**src/rtl/mux_sel_arb.sv**
```systemverilog
// mux_sel_arb: round-robin arbiter producing a registered select index for a downstream mux.
// Define MUX_SEL_ARB_TIMEOUT_EN to build the per-grant hold-limit timeout (HOLD_MAX cycles).
module mux_sel_arb #(
  parameter int SEL_WIDTH = 4,
  parameter int HOLD_MAX  = 16
) (
  input  logic                    clk,
  input  logic                    rst,
  input  logic [2**SEL_WIDTH-1:0] req_in,
  input  logic                    done_in,
  output logic [SEL_WIDTH-1:0]    sel_out,
  output logic [2**SEL_WIDTH-1:0] gnt_out,
  output logic                    gnt_vld_out
);
  // state | meaning
  // IDLE  | no grant active; gnt_out/gnt_vld_out low, sel_out keeps last index
  // GRANT | sel_out owns the mux; gnt_out = 1 << sel_out
  localparam int N = 2**SEL_WIDTH;

  typedef enum logic {IDLE = 1'b0, GRANT = 1'b1} state_t;

  state_t               state_q, state_d;
  logic [SEL_WIDTH-1:0] ptr_q, ptr_d, sel_d, base, win_idx;
  logic [N-1:0]         gnt_d;
  logic                 win_found, timeout, release_evt;

`ifdef MUX_SEL_ARB_TIMEOUT_EN
  localparam int CNT_W = $clog2(HOLD_MAX + 1);

  logic [CNT_W-1:0] hold_q, hold_d;
  logic             new_grant;

  assign timeout   = (hold_q == CNT_W'(HOLD_MAX));
  assign new_grant = (state_d == GRANT) && ((state_q == IDLE) || release_evt);

  // Counter can never pass HOLD_MAX: reaching it forces a release that reloads or clears it.
  always_comb begin
    hold_d = '0;
    if (new_grant)
      hold_d = CNT_W'(1);
    else if (state_d == GRANT)
      hold_d = hold_q + CNT_W'(1);
  end

  always_ff @(posedge clk or posedge rst) begin
    if (rst) hold_q <= '0;
    else     hold_q <= hold_d;
  end
`else
  assign timeout = 1'b0;
`endif

  assign release_evt = (state_q == GRANT) && (done_in || !req_in[sel_out] || timeout);

  // On release the search starts just past the grantee, giving it lowest priority.
  assign base = release_evt ? sel_out + SEL_WIDTH'(1) : ptr_q;

  always_comb begin
    win_found = 1'b0;
    win_idx   = '0;
    for (int i = 0; i < N; i++) begin
      if (!win_found && req_in[base + SEL_WIDTH'(i)]) begin
        win_found = 1'b1;
        win_idx   = base + SEL_WIDTH'(i);
      end
    end
  end

  always_comb begin
    state_d = state_q;
    ptr_d   = ptr_q;
    sel_d   = sel_out;
    gnt_d   = gnt_out;
    case (state_q)
      IDLE: begin
        if (win_found) begin
          state_d = GRANT;
          sel_d   = win_idx;
          gnt_d   = N'(1) << win_idx;
        end
      end
      GRANT: begin
        if (release_evt) begin
          ptr_d = base;
          if (win_found) begin
            sel_d = win_idx;
            gnt_d = N'(1) << win_idx;
          end else begin
            state_d = IDLE;
            gnt_d   = '0;
          end
        end
      end
      default: begin
        state_d = IDLE;
        gnt_d   = '0;
      end
    endcase
  end

  always_ff @(posedge clk or posedge rst) begin
    if (rst) begin
      state_q <= IDLE;
      ptr_q   <= '0;
      sel_out <= '0;
      gnt_out <= '0;
    end else begin
      state_q <= state_d;
      ptr_q   <= ptr_d;
      sel_out <= sel_d;
      gnt_out <= gnt_d;
    end
  end

  assign gnt_vld_out = (state_q == GRANT);

endmodule

```
**config.mk**
```make
export PLATFORM = sky130hd
export DESIGN_NAME = mux_sel_arb
export DESIGN_NICKNAME = d
export VERILOG_FILES = /design/src/rtl/mux_sel_arb.sv
export SDC_FILE = /design/constraint.sdc
export NUM_CORES = 1
export LEC_CHECK = 0
export CORE_MARGIN = 4
export CORE_UTILIZATION = 65
export CTS_BUF_LIST = sky130_fd_sc_hd__clkbuf_4
export DETAILED_ROUTE_END_ITERATION = 12
export DONT_BUFFER_PORTS = 1
export PLACE_DENSITY = 0.78
export SYNTH_ARGS = -nofsm -noshare
export SYNTH_HDL_FRONTEND = slang
export SYNTH_SLANG_ARGS = --single-unit
```
**constraint.sdc**
```tcl
create_clock -name clk -period 13.05 [get_ports clk]
set_input_delay 3.915 -clock clk [delete_from_list [all_inputs] [get_ports clk]]
set_output_delay 3.915 -clock clk [all_outputs]
set_load 0.05 [all_outputs]
```
# [Word level (Yosys, flattened, before mapping)]
# Cells that the tools add are included.
[word_totals] register_bits=25 inputBits=19 output_inout_bits=21 word_cells=153
[classes] addsub=16 order_cmp=17 n_eq_ne=2 shifts=1 muxes=77 bitwise=1 reduce_logical=35
[op_table] operator="4-bit by 5-bit less-than comparator with 1-bit output, second input constant" count=17
[op_table] operator="4-bit two-way mux" count=19
[op_table] operator="1-bit binary-select mux with 4-bit select" count=17
[op_table] operator="16-bit two-way mux" count=3
[op_table] operator="1-bit two-way mux" count=35
[op_table] operator="4-bit adder, second input constant" count=8
[op_table] operator="16-bit one-hot mux with 2 select lines" count=1
[op_table] operator="4-bit by 3-bit adder with 4-bit output, second input constant" count=4
[op_table] operator="1-bit logical AND" count=16
[op_table] operator="1-bit zero test" count=16
[op_table] operator="1-bit by 4-bit << shifter with 16-bit output, first input constant" count=1
[op_table] operator="4-bit by 1-bit adder with 4-bit output, second input constant" count=2
[op_table] operator="4-bit by 2-bit adder with 4-bit output, second input constant" count=2
[op_table] operator="4-bit one-hot mux with 2 select lines" count=1
[op_table] operator="2-bit AND reduction" count=2
[op_table] operator="2-bit by 1-bit != test with 1-bit output, second input constant" count=1
[op_table] operator="2-bit != test, second input constant" count=1
[op_table] operator="1-bit one-hot mux with 2 select lines" count=1
[op_table] operator="1-bit logical OR" count=1
[op_table] operator="1-bit NOT" count=1

# [Depth between registers and ports, before layout]
[depth] depth_word=58 depth_mapped=24 depth_no_buf=19

# [Least setup slack after synthesis]
# Ideal clock, no wire load.
[synth_path] kind="input-to-reg" startpoint="input port req_in[7]" endpoint="register gnt_out[8]" setup_ns=0.110 arrival_ns=9.431 required_ns=12.940 slack_ns=3.509 stages=23 n_path_buf=5 path_cell_list="mux4_2 -> a2bb2oi_1 -> and2_1 -> buf_2 -> nor4_1 -> or2_1 -> buf_2 -> clkbuf_1 -> clkbuf_1 -> inv_1 -> ha_1 -> a41o_1 -> a31oi_1 -> xnor2_2 -> mux4_2 -> a2111oi_4 -> nand3_2 -> or4_4 -> or3_4 -> o21ai_4 -> buf_6 -> nand2_1 -> o41ai_1"
[synth_via] elab_chain_cells=58 word_cells_on_any_way=123 classes_between="add/sub (15); eq/ne (2); shift (1); mux (71); reduce/logical (34)"
[synth_lines] item="start: declaration" line_no="9" text="input logic [2**SEL_WIDTH-1:0] req_in,"
[synth_lines] item="parallel branches: the longest is 58 deep, another holds 4-bit by 1-bit adder with 4-bit output"
[synth_lines] item="end signal: assignment" line_no="111" text="gnt_out <= gnt_d;"
[synth_lines] item="end: declaration" line_no="12" text="output logic [2**SEL_WIDTH-1:0] gnt_out,"
# Parallel ways; which one is timed is not known. The select of a mux whose other input is x is not followed.
# A chain may end at the register's enable or synchronous reset.

# [Worst setup path after layout]
[layout_path] startpoint="input port req_in[7]" endpoint="register gnt_out[9]"
# The elaborated chain is that of the path after synthesis.

==> results.sh <==
export IMPL_status="completed"
export IMPL_synthToLayoutAreaGrowth_pct=-0.4688
export IMPL_cts_tree="built"
export IMPL_drc=0
export IMPL_cts_root_buf="clkbuf_4"
export IMPL_syn_area_sq_um=4269
export IMPL_start_util=0.6723
export IMPL_std_cell_rows=29
export IMPL_cap_violations=0
export IMPL_htree_levels=1
export IMPL_hpwl_um=11120
export IMPL_ys_warn_count=0
export IMPL_layout_common_cells="nand2_1, nor2_1, o21ai_0, dfrtp_1, mux2i_1"
export IMPL_core_area_sq_um=6350
export IMPL_antenna_found_initial=0
export IMPL_cts_buffers=3
export IMPL_die_w_um=89.04
export IMPL_multi_input_area_sq_um=3406
export IMPL_place_gp_congestion=1.091
export IMPL_overflow=0
export IMPL_postCtsHoldBufs=0
export IMPL_wl_per_cell_um=25.39
export IMPL_synth_cell_type_count=85
export IMPL_crit_type="primary input to flop"
export IMPL_critPathRequiredTime_ns=13.29
export IMPL_grt_pass1_wl_um=23380
export IMPL_clock_path_buffers=2
export IMPL_clk_pin_slew_worst_paths_ns=0.14
export IMPL_worst_slew_margin_rel=0.3164
export IMPL_drv_slew=0
export IMPL_crit_path_start_kind="primary input"
export IMPL_die_y_um=89.04
export IMPL_drtAntennaViolNets=0
export IMPL_post_cts_resized=0
export IMPL_ys_seq_elements=25
export IMPL_finalSetupViolCount=0
export IMPL_io_buffers=0
export IMPL_fin_tns_setup_ns=0
export IMPL_seqCellArea_sq_um=625.6
export IMPL_grt_max_degree=29
export IMPL_synth_async_sr_flop_share=1.000
export IMPL_rsz0062_at_grt="no"
export IMPL_antenna_cells=0
export IMPL_avgViaCountPerCell=8.122
export IMPL_ioPinCount=40
export IMPL_synth_edf_count=0
export IMPL_vias=4678
export IMPL_drt_initial_drc_count=869
export IMPL_grt_pass1_vias=4327
export IMPL_syn_nets=550
export IMPL_synth_ff_type="dfrtp_1"
export IMPL_hold_viol_final=0
export IMPL_fin_crit_ns=10.22
export IMPL_post_cts_buffers=0
export IMPL_hold_path_class="flop to flop"
export IMPL_dieArea_sq_um=7928
export IMPL_tightest_slew_ns=1.025
export IMPL_final_common_cell="nand2_1"
export IMPL_fmax_ghz=0.09783
export IMPL_clock_skew_ns=0.01215
export IMPL_cp_max_fo=28
export IMPL_syn_area_per_cell_sq_um=8.163
export IMPL_clk_latency_ns=0.33
export IMPL_cp_arrival_ns=10.46
export IMPL_fillers=506
export IMPL_drive_gt1_frac=0.1483
export IMPL_min_period_over_period=0.7833
export IMPL_seq_area_frac_synth=0.1465
export IMPL_cts_sinks=25
export IMPL_drt_first_pass_iters=8
export IMPL_grt_usage=0.3810
export IMPL_synthesis_instances=523
export IMPL_fin_nets=527
export IMPL_crit_path_end_kind="flop"
export IMPL_totalWireLength_um=14630
flip-flops by register name, indices dropped and copies added, names as in the netlist:
register and count:
sel_out 4, ptr_q 4, gnt_out 16, gnt_vld_out 1
area by class of cell:
| class | count | area share |
|---|---|---|
| clock inverter | 1 | 0.001178 |
| sequential | 25 | 0.1472 |
| tap | 77 | 0.02267 |
| inverter | 21 | 0.01855 |
| timing repair buffer | 2 | 0.003534 |
| clock buffer | 3 | 0.005300 |
| multi-input combinational | 447 | 0.8015 |
metal layers:
metal / share of wire / track usage / up-vias
met3: 0.14 / 0.1106 / 114
li1: - / - / 2022
met5: 0 / 0 / -
met2: 0.44 / 0.5958 / 423
met4: 0.054 / 0.1529 / 0
met1: 0.37 / 0.4971 / 2119
critical path, cell delays in order:
cell and delay, ns:
mux4_2 0.48, a2bb2oi_1 0.18, and2_1 0.24, nor4_1 0.80, or2_1 0.20, buf_4 0.31, inv_1 0.30, ha_1 0.32
a41o_1 0.18, a31oi_1 0.24, xnor2_2 0.25, mux4_2 0.69, a2111oi_4 0.42, nand4_2 0.30, nor4_2 0.45, a221oi_1 0.17
o21ai_1 0.20, o211ai_1 0.34, o41ai_1 0.43
per-stage QoR:
| step | instances | hold slack, ns | area, sq um | utilization | worst slack, ns |
|---|---|---|---|---|---|
| 2_1_floorplan | 523 | 0.7505 | 4269 | - | 3.509 |
| 3_5_place_dp | 572 | 0.7817 | 4222 | 0.6648 | 2.750 |
| 4_1_cts | 576 | 0.7995 | 4249 | 0.6692 | 3.075 |
| 5_1_grt | 576 | 0.8111 | 4249 | 0.6692 | 2.424 |
| 3_3_place_gp | 572 | 0.7777 | 4222 | 0.6648 | 2.647 |
| 6_report | 576 | 0.7933 | 4249 | 0.6692 | 2.828 |
kinds of logic after synthesis:
family | after synthesis | share of synthesized area
XOR/XNOR | 10 | 0.02755
AO/OA/AOI/OAI | 192 | 0.3432
flip-flops | 25 | 0.1465
multiplexers | 51 | 0.1729
AND/OR/NAND/NOR | 186 | 0.2307
adder cells (fa/ha/maj) | 8 | 0.02345
buffers and inverters | 51 | 0.05568
final timing paths:
kind	start	endpoint	slack [ns]	cells after the start
max	req_in[7]	gnt_out[9]	2.83	19
min reg2reg	gnt_out[1]	gnt_out[1]	0.79	2
min in group asynchronous	rst	gnt_out[11]	3.64	1
min	gnt_out[1]	gnt_out[1]	0.79	2
max reg2reg	sel_out[0]	gnt_out[9]	5.32	19
max in group asynchronous	rst	gnt_out[6]	8.88	1
synth_stat cells (all sizes together), types with 3 or more instances:
cell	count	area, sq um
a2111oi	6	71.32
a211o	5	43.79
a211oi	10	75.07
a21boi	9	67.56
a21o	6	45.04
a21oi	20	100.1
a221oi	4	35.03
a22o	5	43.79
a22oi	9	86.33
a2bb2oi	7	67.56
a311oi	4	35.03
a31oi	7	43.79
and2	8	50.05
and3	10	62.56
buf	16	106.4
clkbuf	14	52.55
dfrtp	25	625.6
ha	8	100.1
inv	21	78.82
mux2	12	135.1
mux2i	23	242.7
mux4	16	360.4
nand2	66	250.2
nand2b	3	18.77
nand3	16	90.09
nand4	3	25.02
nor2	30	122.6
nor3	17	95.09
nor4	8	77.57
nor4b	3	26.28
o211a	3	30.03
o211ai	10	75.07
o21ai	36	191.4
o22ai	6	43.79
o31ai	13	97.59
o32ai	5	43.79
o41ai	9	108.9
or2	11	68.82
or3	5	41.29
xnor2	9	108.9
Power is left out: the tool's default activity adds up to more than one toggle a clock period on the data nets, which glitch-free logic cannot reach.
